<file path="src/rtl/huff_stream_ctrl.sv">
// Sequencing controller for a serial Huffman decoder: serialises packed words
// into the decoder, owns its reset, and buffers decoded symbols in a FIFO.
module huff_stream_ctrl #(
    parameter int WORD_W = 32,
    parameter int LEN_W  = 6,
    parameter int DEPTH  = 32
) (
    input  logic                     clk,
    input  logic                     reset,
    input  logic                     in_valid,
    output logic                     in_ready,
    input  logic [WORD_W-1:0]        in_data,
    input  logic [LEN_W-1:0]         in_len,
    output logic                     dec_x,
    output logic                     dec_rst,
    input  logic [2:0]               dec_y,
    output logic                     out_valid,
    input  logic                     out_ready,
    output logic [2:0]               out_sym,
    output logic [$clog2(DEPTH):0]   fifo_count,
    output logic                     busy,
    output logic                     err_partial
);

    localparam int PTR_W = $clog2(DEPTH);
    localparam int CNT_W = PTR_W + 1;
    localparam int CMP_W = ((LEN_W > CNT_W) ? LEN_W : CNT_W) + 1;

    typedef enum logic [1:0] {
        IDLE,
        SHIFT,
        DRAIN
    } state_t;

    state_t             state_q;
    state_t             state_d;
    logic [WORD_W-1:0]  shift_q;
    logic [LEN_W-1:0]   len_q;
    logic [LEN_W-1:0]   idx_q;
    logic               dec_rst_q;
    logic               err_q;

    logic [2:0]         mem [DEPTH];
    logic [PTR_W-1:0]   wr_ptr_q;
    logic [PTR_W-1:0]   rd_ptr_q;
    logic [CNT_W-1:0]   count_q;

    logic [LEN_W-1:0]   eff_len;
    logic [CMP_W-1:0]   free_slots;
    logic               accept;
    logic               last_bit;
    logic               push;
    logic               pop;
    logic               set_err;

    // Admission: a word of n bits yields at most n symbols, so requiring n free
    // slots up front guarantees the FIFO can never overflow mid-word.
    assign eff_len    = (in_len > LEN_W'(WORD_W)) ? LEN_W'(WORD_W) : in_len;
    assign free_slots = CMP_W'(DEPTH) - CMP_W'(count_q);
    assign in_ready   = (state_q == IDLE) && (free_slots >= CMP_W'(eff_len));
    assign accept     = in_valid && in_ready;
    assign last_bit   = (idx_q == len_q - LEN_W'(1));

    always_comb begin
        state_d = state_q;
        push    = 1'b0;
        set_err = 1'b0;
        case (state_q)
            IDLE: begin
                if (accept && (eff_len != '0)) begin
                    state_d = SHIFT;
                end
            end
            SHIFT: begin
                // dec_y seen in cycle 0 belongs to the reset period, not this word
                if ((idx_q != '0) && (dec_y != 3'd0)) begin
                    push = 1'b1;
                end
                if (last_bit) begin
                    state_d = DRAIN;
                end
            end
            DRAIN: begin
                if (dec_y != 3'd0) begin
                    push = 1'b1;
                end else begin
                    set_err = 1'b1;
                end
                state_d = IDLE;
            end
            default: begin
                state_d = IDLE;
            end
        endcase
    end

    always_ff @(posedge clk or posedge reset) begin
        if (reset) begin
            state_q   <= IDLE;
            dec_rst_q <= 1'b1;
            shift_q   <= '0;
            len_q     <= '0;
            idx_q     <= '0;
            err_q     <= 1'b0;
        end else begin
            state_q   <= state_d;
            dec_rst_q <= (state_d == IDLE);
            if ((state_q == IDLE) && accept) begin
                shift_q <= in_data;
                len_q   <= eff_len;
                idx_q   <= '0;
            end else if (state_q == SHIFT) begin
                shift_q <= shift_q << 1;
                idx_q   <= idx_q + LEN_W'(1);
            end
            if (set_err) begin
                err_q <= 1'b1;
            end
        end
    end

    assign pop = out_ready && (count_q != '0);

    always_ff @(posedge clk) begin
        if (push) begin
            mem[wr_ptr_q] <= dec_y;
        end
    end

    // Pointers wrap naturally because DEPTH is a power of two.
    always_ff @(posedge clk or posedge reset) begin
        if (reset) begin
            wr_ptr_q <= '0;
            rd_ptr_q <= '0;
            count_q  <= '0;
        end else begin
            if (push) begin
                wr_ptr_q <= wr_ptr_q + PTR_W'(1);
            end
            if (pop) begin
                rd_ptr_q <= rd_ptr_q + PTR_W'(1);
            end
            case ({push, pop})
                2'b10:   count_q <= count_q + CNT_W'(1);
                2'b01:   count_q <= count_q - CNT_W'(1);
                default: count_q <= count_q;
            endcase
        end
    end

    assign dec_x       = (state_q == SHIFT) && shift_q[WORD_W-1];
    assign dec_rst     = dec_rst_q;
    assign out_valid   = (count_q != '0);
    assign out_sym     = out_valid ? mem[rd_ptr_q] : 3'b000;
    assign fifo_count  = count_q;
    assign busy        = (state_q != IDLE);
    assign err_partial = err_q;

endmodule

</file>
<file path="config.mk">
export PLATFORM = sky130hd
export DESIGN_NAME = huff_stream_ctrl
export DESIGN_NICKNAME = d
export VERILOG_FILES = /design/src/rtl/huff_stream_ctrl.sv
export SDC_FILE = /design/constraint.sdc
export NUM_CORES = 1
export LEC_CHECK = 0
export CAP_MARGIN = 20
export CELL_PAD_IN_SITES_DETAIL_PLACEMENT = 0
export CELL_PAD_IN_SITES_GLOBAL_PLACEMENT = 1
export CORE_MARGIN = 2
export CORE_UTILIZATION = 41
export CTS_CLUSTER_DIAMETER = 100
export DETAILED_ROUTE_END_ITERATION = 8
export PLACE_DENSITY_LB_ADDON = 0.1
export SYNTH_ARGS = -nofsm -noshare
export SYNTH_HDL_FRONTEND = slang
export SYNTH_SLANG_ARGS = --single-unit
</file>
<file path="constraint.sdc">
create_clock -name clk -period 4.3 [get_ports clk]
set_input_delay 0.86 -clock clk [delete_from_list [all_inputs] [get_ports clk]]
set_output_delay 0.86 -clock clk [all_outputs]
set_load 0.02 [all_outputs]
</file>
**After elaboration in Yosys (flattened, before gate mapping)**

Memories as Yosys holds them, arrays and structs flattened.
Cells that the tools add are included.
W data, S select, Z words.

- Reductions and logical operators: 16
- Eq/ne operators: 5
- Add/subtract/negate cells: 7
- $lt $le $gt $ge: 2
- Mux-type cells: 17

Operator list:

| operator | count |
|---|---|
| $mux W32 | 2 |
| $mux W6 | 3 |
| $reduce_bool A6 Y1 | 3 |
| $add A6 B1 Y6 const B | 2 |
| $pmux W6 S2 | 1 |
| $sub A6 B1 Y6 const B | 2 |
| $add A5 B1 Y5 const B | 2 |
| $ge A7 B6 Y1 | 1 |
| $logic_and A1 B1 Y1 | 7 |
| $sub A6 B6 Y7 const A | 1 |
| $eq A6 B6 Y1 | 1 |
| $gt A6 B6 Y1 const B | 1 |
| $mux W1 | 6 |
| $reduce_bool A2 Y1 | 3 |
| $eq A2 B1 Y1 const B | 2 |
| $eq A2 B2 Y1 const B | 2 |
| $logic_not A2 Y1 | 2 |
| $mux W2 | 2 |
| $pmux W2 S2 | 1 |
| $mux W3 | 1 |
| $reduce_bool A3 Y1 | 1 |
| $pmux W1 S2 | 1 |

- Logic and storage cells: 57
- Memory bits (writable): 96
- Register bits after elaboration: 64
- Memories: 1
- Output and inout port bits: 15
- Input port bits: 45

Memories:

| memory | depth | bits a word | read ports | clocked after memory_dff | wr ports | line | RTL |
|---|---|---|---|---|---|---|---|
| mem | 32 | 3 | 1 | 0 | 1 | 43 | `logic [2:0] mem [DEPTH];` |

**Depth between registers and ports, before layout**

- Word-level depth: 9
- Mapped depth: 15

**Worst setup path after synthesis**

OpenSTA, ideal clock, no wires.

- Kind: reg-to-reg
- Start point: register count_q[0], in the netlist fifo_count[0]
- End point: register count_q[5], in the netlist fifo_count[5]
- Data required time: 4.220 ns
- Setup time: 0.080 ns
- Period minus slack after synthesis: 3.342 ns
- Buffers on the path: 2
- Arrival time: 3.262 ns
- Cell stages (with the launch flop): 13
- Slack: 0.958 ns
- Cell sequence: dfrtp_1 inv_1 ha_1 or4b_1 or2_1 buf_2 and2_1 buf_2 ha_1 ha_1 or4_1 o211ai_1 xor2_1

- Cells in the longest elaborated chain, start to end: 4

Ends and longest elaborated chain:

| element | line | RTL |
|---|---|---|
| from (decl) | 46 | `logic [CNT_W-1:0] count_q;` |
| from (signal assigned) | 144 | `2'b10: count_q <= count_q + CNT_W'(1);` |
| from (signal assigned) | 145 | `2'b01: count_q <= count_q - CNT_W'(1);` |
| from (signal assigned) | 146 | `default: count_q <= count_q;` |
| $reduce_bool A6 Y1 (*) | - |  |
| net out_valid | 17 | `output logic out_valid,` |
| $logic_and A1 B1 Y1 (*) | 122 | `assign pop = out_ready && (count_q != '0);` |
| net pop | 53 | `logic pop;` |
| $eq A2 B1 Y1 / $eq A2 B2 Y1 (equally long branches) | 143 | `case ({push, pop})` |
| $pmux W6 S2 / $reduce_bool A2 Y1 (equally long branches) | - |  |

Mark *: on every way through the listed nets, which the timed path passes. The rest lies on a longest branch.
A chain may end at the register's enable or synchronous reset.

**Worst setup path after layout**

- Start point: input in_len[5]
- End point: output in_ready

- Cells in the longest elaborated chain, start to end: 4

Ends and longest elaborated chain:

| element | line | RTL |
|---|---|---|
| from (decl) | 13 | `input logic [LEN_W-1:0] in_len,` |
| $gt A6 B6 Y1 | 58 | `assign eff_len = (in_len > LEN_W'(WORD_W)) ? LEN_W'(WORD_W) : in_len;` |
| $mux W6 (*) | 58 |  |
| $ge A7 B6 Y1 (*) | 60 | `assign in_ready = (state_q == IDLE) && (free_slots >= CMP_W'(eff_len));` |
| $logic_and A1 B1 Y1 (*) | 60 |  |
| to (decl) | 11 | `output logic in_ready,` |

Mark *: on every way between the ends. The rest lies on a longest branch, timed or not.

==> flow_metrics.tcl <==
set metrics [dict create \
    outcome "complete, no violations" \
    n_fill_cell 1556 \
    start_kind "primary input" \
    fin_setup_tns_ps 0 \
    antenna_found_initial 0 \
    slew_headroom_pct 53.1 \
    required_ps 3440 \
    cts_resized 0 \
    irDropWorstVdd_v 0.000425 \
    setup-violations-final 0 \
    grt_pass1_wl_um 26100 \
    async_flop_share_pct 40.0 \
    finish.utilization_pct 49.9 \
    rsz0062_at_grt "false" \
    num_io_pins 60 \
    ys_top_cells_by_area "edfxtp_1 (38%), dfrtp_1 (21%), mux2i_1 (5.6%)" \
    grt_usage_pct 17.4 \
    via_per_inst 5.35 \
    p_clk_share_pct 24.8 \
    dp_cells 837 \
    powerDensity_nw_per_um2 702 \
    max_slew.worst_pin.slew_ps 703 \
    avgSynthCellArea_um2 13.2 \
    fin_nets 697 \
    h-tree-depth 4 \
    syn-num-nets 636 \
    areaGrowthSynthToFinish_pct 19.6 \
    drv_cap 0 \
    postLayoutCellArea_um2 8960 \
    cts_sinks 160 \
    hold_buffers 0 \
    period_share_pct 93.6 \
    portBuffers 59 \
    diodes 0 \
    dieArea_um2 19400 \
    postRouteWirelength_um 16100 \
    avgRoutedWirePerCell_um 18.6 \
    finalCriticalPeriod_ps 4030 \
    netSwitchingPower_mw 2.24 \
    register_area_um2 4490 \
    post_cts_buffers 0 \
    synth_top_area_cell "edfxtp_1" \
    crit_path_end_kind "output pin" \
    p_leak_nw 3.35 \
    hold_class "reg2reg" \
    p_seq_share_pct 36.0 \
    grt_max_degree 43 \
    syn_inst 567 \
    ys_ff_latch 160 \
    drc 0 \
    ys.flop_type "edfxtp_1" \
    cts_tree "built" \
    p_sw_share_pct 35.6 \
    p_int_mw 4.05 \
    clkTransAtPathRegs_ps 60 \
    netlist_area_um2 7490 \
    drt_iter0_drc 261 \
    cp_slowest_cell "clkdlybuf4s50_1" \
    multi_input_area_um2 2800 \
    clk_latency_ps 420 \
    crit_path_max_fanout 5 \
    crit_type "in2out" \
    rows 49 \
    synth_edf_count 96 \
    dr.pass1.iters 4 \
    yosysSeqAreaShare_pct 59.9 \
    drive_gt1_share_pct 13.6 \
    clockRootBuffer "clkbuf_16" \
    place.gp.congestion 0.756 \
    die_x_um 139 \
    synth_most_common_cell "edfxtp_1" \
    overflow 0 \
    cpPeakStageDelay_ps 530 \
    cts_buffer_depth 2 \
    yosys.area.top_type_share_pct 38.5 \
    crit_chain "clkdlybuf4s50_1, inv_1, nand2_1, ha_1, a21o_1, a221oi_2, o21ai_2, and2_1, clkdlybuf4s50_1" \
    holdWs_ps 521 \
    hpwlAfterDp_um 11000 \
    vias 4653 \
    clock_skew_ps 9.30 \
    hold_viol 0 \
    cts_buffers 17 \
    slew_viol_final 0 \
    dieHeight_um 139 \
    max_freq_ghz 0.248 \
    cp.arrival_ps 3170 \
    cp_common_cell "clkdlybuf4s50_1" \
    p_comb_share_pct 39.2 \
    start_util_pct 41.7 \
    ys_warn_count 0 \
    synth.top_cells.by_count "edfxtp_1 (96), dfrtp_1 (63), nor2_1 (46), mux2i_1 (42)" \
    coreArea_um2 18000 \
    grt_pass1_vias 4758 \
    antenna_left 0 \
    synth.distinct_cells 57 \
    placed_area_um2 8330 \
    finalNonFillerCells 870 \
]
[state kept, by name (all words and copies together), names as in the netlist]
signal       flops
dec_rst          1
err_partial      1
fifo_count       6
idx_q            6
len_q            6
mem             96
rd_ptr_q         5
shift_q         32
state_q          2
wr_ptr_q         5
[power by group through the flow]
| stage | Combinational [mW] | Clock [mW] | Sequential (mW) |
|---|---|---|---|
| global route | 2.73 | 1.67 | 2.30 |
| floorplan | 1.88 | 0 | 2.17 |
| global placement | 2.46 | 0 | 2.28 |
| detailed placement | 2.49 | 0 | 2.29 |
| finish | 2.46 | 1.56 | 2.27 |
| CTS | 2.50 | 1.60 | 2.26 |
[layout by cell type, fill, tap and decap left out, drive strengths merged, types with 2 or more instances in the layout]
cell / netlist / final
or3b: 2 / 2
clkdlybuf4s50: 0 / 59
a221oi: 3 / 3
o211a: 2 / 2
inv: 22 / 24
o211ai: 2 / 2
xnor2: 17 / 17
a22o: 3 / 3
ha: 23 / 23
mux4: 18 / 18
a31oi: 2 / 2
a2111oi: 3 / 3
mux2: 14 / 14
nor2b: 5 / 5
bufinv: 0 / 3
mux2i: 42 / 42
clkinv: 0 / 4
xor2: 12 / 12
buf: 12 / 12
a22oi: 4 / 4
nor3: 8 / 8
nor4: 2 / 2
nor2: 46 / 46
clkinvlp: 0 / 3
nor3b: 2 / 2
and2: 5 / 5
nand4: 8 / 8
o21ai: 37 / 37
or3: 2 / 2
clkbuf: 18 / 20
nand3b: 4 / 4
nand2: 29 / 29
or4b: 2 / 2
a21o: 4 / 4
dfrtp: 63 / 63
a21oi: 4 / 4
edfxtp: 96 / 96
nand3: 36 / 36
[layer usage]
metal	wire length [um]	up-vias	global-route usage (%)
met5	0	-	0
met4	260	0	5.95
met3	562	19	3.45
met2	8110	90	29.5
met1	7220	2320	22.5
li1	-	2224	-
[cell type report]
cell class	count	share of cell area [%]
Sequential cell	160	50.1
Multi-Input combinational cell	355	31.2
Timing Repair Buffer	72	7.74
Clock buffer	20	5.10
Tap cell	229	3.20
Clock inverter	12	1.76
Inverter	22	0.922
[cells by family after synthesis]
kind of cell | share of synthesized area, %
compound gates | 6.37
fa+ha+maj | 4.11
simple gates | 10.2
buf+inv | 2.79
xor+xnor | 3.39
flops | 59.9
mux | 13.2
[worst paths after layout]
path                               start       endpoint  slack [ps]  cells past startpoint
min                          err_partial    err_partial         520                      1
max reg2reg                fifo_count[0]  fifo_count[5]         610                     12
max                            in_len[5]       in_ready         270                      9
min reg2reg                  err_partial    err_partial         520                      1
max in group asynchronous          reset        dec_rst        2720                      3
min in group asynchronous          reset    shift_q[20]         810                      2
[worst max-delay path, delay by kind of cell]
family / cells / cell delay [ps]
buffers and inverters: 3 / 1140
adders and majority gates: 1 / 320
and+or+nand+nor: 2 / 270
AOI/OAI and AO/OA: 3 / 590
[through the flow]
step	total power, mW	setup slack, ps
2_1_floorplan	4.05	958
3_3_place_gp	4.74	301
3_5_place_dp	4.79	238
4_1_cts	6.36	240
5_1_grt	6.70	161
6_report	6.29	274
Power figures use the tool's default switching activity.
==> edit 1, RTL diff (same settings) <==
Set the parameter `WORD_W` to 36 (it was 32).
--- a/src/rtl/huff_stream_ctrl.sv
+++ b/src/rtl/huff_stream_ctrl.sv
@@ -3,3 +3,3 @@
 module huff_stream_ctrl #(
-    parameter int WORD_W = 32,
+    parameter int WORD_W = 36,
     parameter int LEN_W  = 6,
Interface: changed (resized in_data); port bits go from 60 to 64. No check against the original RTL was run, so the function may have changed too.
==> edit 1 against the unedited design <==
Sequential share of layout area is 1.5 points lower; count of clock-buffer cells in the layout is 1 lower; die area is 5.9% higher; synthesized area is 6.1% higher; routed wire length is 4.5% lower; sequential cell count is 4 higher; non-clock buffer count is 7 higher; setup slack worse by 0.046 ns; power is 7.5% higher; first-iteration DRC count is 0.38% lower; maximum frequency is 1.1% lower; final area is 5.3% higher; critical path type unchanged; critical endpoint unchanged; largest cell class unchanged; largest power group unchanged.
==> edit 1: results (changes against the unedited design) <==
The tools report the data arrival time of the worst path as 3.21 ns (+0.04 ns). The share of cells above drive strength 1 came out at 25.6% (+12 points). The placed instance count is 862 (+3.0%). The mean cell area of the mapped netlist was 14.5 sq um (+9.4%). The run gives 0.289 mV (-32%) as the worst voltage drop across the vdd grid. The post-synthesis sequential area ratio was 57.7% (-2.2 points).

The number of distinct library cells after synthesis is 58 (+1.8%). The run finished with clean final reports. For the violation count after the first detailed-routing iteration, the log shows 260 (-0.38%). For the pin count of the biggest net entering global routing, the log shows 58 (+35%).

The share of synthesized area spent on multiplexers is 20.3% (+7.1 points). The logs give 693 (-0.57%) for the net count of the finished layout and 0.460 ns (-0.0607 ns) for the worst hold slack across all endpoints. The final weighted congestion in routability-driven placement is 0.811 (+7.3%).

The largest stage delay on the critical path was 0.55 ns (+0.02 ns). Yosys attributes the largest share of cell area to edfxtp_1, dfrtp_1, mux2_2, mux4_2, mux2_4. Global routing met1 resource utilization: 22.3% (-0.26 points). The post-synthesis adder-cell area fraction works out to 3.72% (-0.39 points).

The proportion of register bits with asynchronous set or reset after synthesis came out at 41.5% (+1.5 points). The count of port buffers added during placement was 63 (+6.8%); the static leakage power was 3.61 nW (+7.7%). The detailed-route via count was 4,498 (-3.3%).

For the met3 routed wirelength, the log shows 614 um (+9.3%). The run gives 8870 sq um (+6.5%) as the post-place instance area. The final wirelength came out at 15,400 um (-4.5%). Worst clock skew on the final layout: 0.00646 ns (-0.00284 ns). Xor-xnor portion of the synthesized cell area: 2.98% (-0.42 points).

The start point of the critical path is in_len[4]. The estimated wirelength of the detail-placed design is 10,700 um (-3.4%). The routed length on met1 came out at 7270 um (+0.78%).

For the met3 usage in global routing, the log shows 4.06% (+0.60 points). The run gives 42.7% (+3.5 points) as the combinational power share.
## edit 1: cell types whose count changed after synthesis, moves of 4 or more
cell | before | now
a21oi_1 | 4 | 12
a22oi_1 | 4 | 0
clkbuf_1 | 18 | 11
dfrtp_1 | 63 | 67
mux2_2 | 12 | 48
mux2_4 | 2 | 30
mux2i_1 | 42 | 15
nand3_1 | 36 | 3
nor2_1 | 46 | 50
o21ai_0 | 36 | 10
## edit 1: worst max-delay path: cells and delay by family
family / cells / cell delay (ns)
buffers and inverters: 2 / 1.00
AO/OA/AOI/OAI: 4 / 0.78
AND/OR/NAND/NOR: 2 / 0.34
adder cells (fa/ha/maj): 1 / 0.23
## edit 1: area by class of cell
class	instances	area (sq um)	share of cell area, %
multi-input cells	335	3110	32.9
flip-flops and latches	164	4590	48.6
clock inverters	13	123	1.30
well taps	260	325	3.45
clock buffers	19	443	4.69
inverters	24	90.1	0.955
repair buffers	79	763	8.09
==> edit 2, RTL diff (same settings) <==
Without the edit above. Reset style: synchronous (`reset`), changed in 2 clocked blocks.
--- a/src/rtl/huff_stream_ctrl.sv
+++ b/src/rtl/huff_stream_ctrl.sv
@@ -96,3 +96,3 @@
 
-    always_ff @(posedge clk or posedge reset) begin
+    always_ff @(posedge clk) begin
         if (reset) begin
@@ -130,3 +130,3 @@
     // Pointers wrap naturally because DEPTH is a power of two.
-    always_ff @(posedge clk or posedge reset) begin
+    always_ff @(posedge clk) begin
         if (reset) begin
Function: differs if reset is asserted again (counterexample within 4 cycles, from zero or initial values and one cycle with reset high); with reset held inactive, the same outputs for 4 cycles.
==> edit 2 against the unedited design <==
Via count shrank 3.2%; routed wire length fell by 9.5%; sequential share of layout area shrank 1.0 points; core utilization increased by 0.057 points; synthesized cell count grew 1.9%; sequential cell count up 5; die area is 1.8% lower; final area is 2.9% lower; non-clock buffer count is 2 lower; critical path type unchanged; synthesized area fell by 1.8%; highest routed layer unchanged; largest cell class unchanged; setup slack lost 0.074 ns.
Power is not compared: it rests on default switching activity, and its combinational part moved more than twofold at a synthesized area within 25%.
==> edit 2: results (changes against the unedited design) <==
Sorting the synthesized cells by area gives the leading types as edfxtp_1, dfxtp_1, mux4_2, mux2i_1, nor2_1. The static leakage power was 2.89 nW; the largest stage delay on the critical path was 0.53 ns (about the same). The path class of the tightest hold or removal check is flip-flop to flip-flop.

The worst-case headroom to the max-slew limit is 50.7% (-2.4 points). By count the netlist is led by edfxtp_1, nor2_1, dfxtp_1. Proportion of register bits with asynchronous set or reset after synthesis: 0% (-40 points). The total routing usage reported by global routing is 16.5% (-0.95 points), and the detailed-route vias per instance is 5.18 (-3.2%). The wire length per cell after detailed routing was 16.8 um (-9.5%); the share of cells above drive strength 1 was 11.6% (-1.9 points). The largest fanout on the critical path is 9 (+4), and the total count of hold-check failures in the final report is 0 (unchanged). The post-synthesis sequential area ratio was 58.0% (-1.9 points). The count of filler cells inserted in the layout is 1,569 (+0.84%).

The count of port buffers added during placement is 59 (unchanged). The number of global-route vias before repair is 4,555 (-4.3%). The analysis attributes to net switching a power of 0.741 mW. The estimated wirelength of the detail-placed design came out at 9660 um (-12%). The slowest stage of the critical path belongs to the cell clkdlybuf4s50_1. The number of enable flip-flop cells after synthesis was 96 (unchanged). The largest registers in the layout are mem: 96 flops, shift_q: 32 flops. The worst hold path begins at len_q[5]. The wire length of the first global-routing pass is 23,500 um (-10%). Clock buffer count from CTS: 17 (unchanged). The warning count from the yosys run is 0 (unchanged), and the violation count after the first detailed-routing iteration is 253 (-3.1%). The tools report the synthesized netlist net count as 647 (+1.7%).

The worst clock skew on the final layout was 0.00628 ns (-0.00302 ns); the wire length on met2 was 7120 um (-12%). The met3 routed wirelength was 435 um (-23%); the power in combinational cells was 0.252 mW. The logs give 0.209 ns (-0.0290 ns) for the worst setup timing slack at the placement stage and 4 (unchanged) for the number of detailed-route iterations in the first pass.

Clock slew at the register clock pins of the worst setup and hold paths: 0.06 ns (about the same). The tools report the data arrival time of the worst path as 3.24 ns (+0.07 ns). Number of distinct library cells after synthesis: 47 (-18%). The run finished with clean final reports. The tools report the worst voltage drop across the vdd grid as 0.288 mV. For the net count of the finished layout, the log shows 701 (+0.57%).

The worst register-to-register path begins at fifo_count[0]. The final weighted congestion in routability-driven placement came out at 0.825 (+9.0%). For the pin count of the biggest net entering global routing, the log shows 45 (+4.7%). The routed length on met1 came out at 6920 um (-4.1%).

The design draws 3.36 mW.
edit 2: changes by cell type after synthesis, moves of 29 or more:
| cell | delta |
|---|---|
| dfxtp_1 | +69 |
| dfrtp_1 | -63 |
| nor2_1 | +47 |
| o21ai_0 | -34 |
| a211oi_1 | +31 |
| nand3_1 | -29 |
edit 2: cell families after synthesis:
kind of cell / Yosys count / share of synthesized area (%)
fa+ha+maj: 24 / 4.19
simple gates: 175 / 10.8
xor+xnor: 29 / 3.45
compound gates: 63 / 6.19
mux: 68 / 14.4
buf+inv: 54 / 2.99
flops: 165 / 58.0
edit 2: metal layers:
layer | track usage, % | up-vias
met5 | 0 | -
met4 | 4.93 | 0
met3 | 3.98 | 11
met2 | 27.3 | 64
met1 | 21.5 | 2205
li1 | - | 2226
edit 2: stage by stage:
stage / instances / instance area [sq um]
after global placement: 838 / 8170
after CTS: 870 / 8700
after detailed placement: 838 / 8170
after floorplan: 578 / 7350
final: 870 / 8700
after global routing: 870 / 8700
edit 2: worst max-delay path: cells and delay by family:
| kind | cells | cell delay [ns] |
|---|---|---|
| compound gates | 3 | 0.54 |
| fa+ha+maj | 1 | 0.25 |
| buf+inv | 3 | 1.28 |
| simple gates | 2 | 0.30 |
edit 2: layout make-up:
class                      count  area share [%]
tap                          225            3.24
clock buffer                  22            5.11
multi-input combinational    359            33.0
clock inverter                10           0.950
timing repair buffer          70            7.83
sequential                   165            49.0
inverter                      19           0.820
edit 2: final timing paths:
check,endpoint,slack (ns),cells after the start
worst max register to register,fifo_count[5],0.93,14
worst max-delay path,in_ready,0.20,9
worst min-delay path,len_q[5],0.47,2
worst min register to register,len_q[5],0.47,2
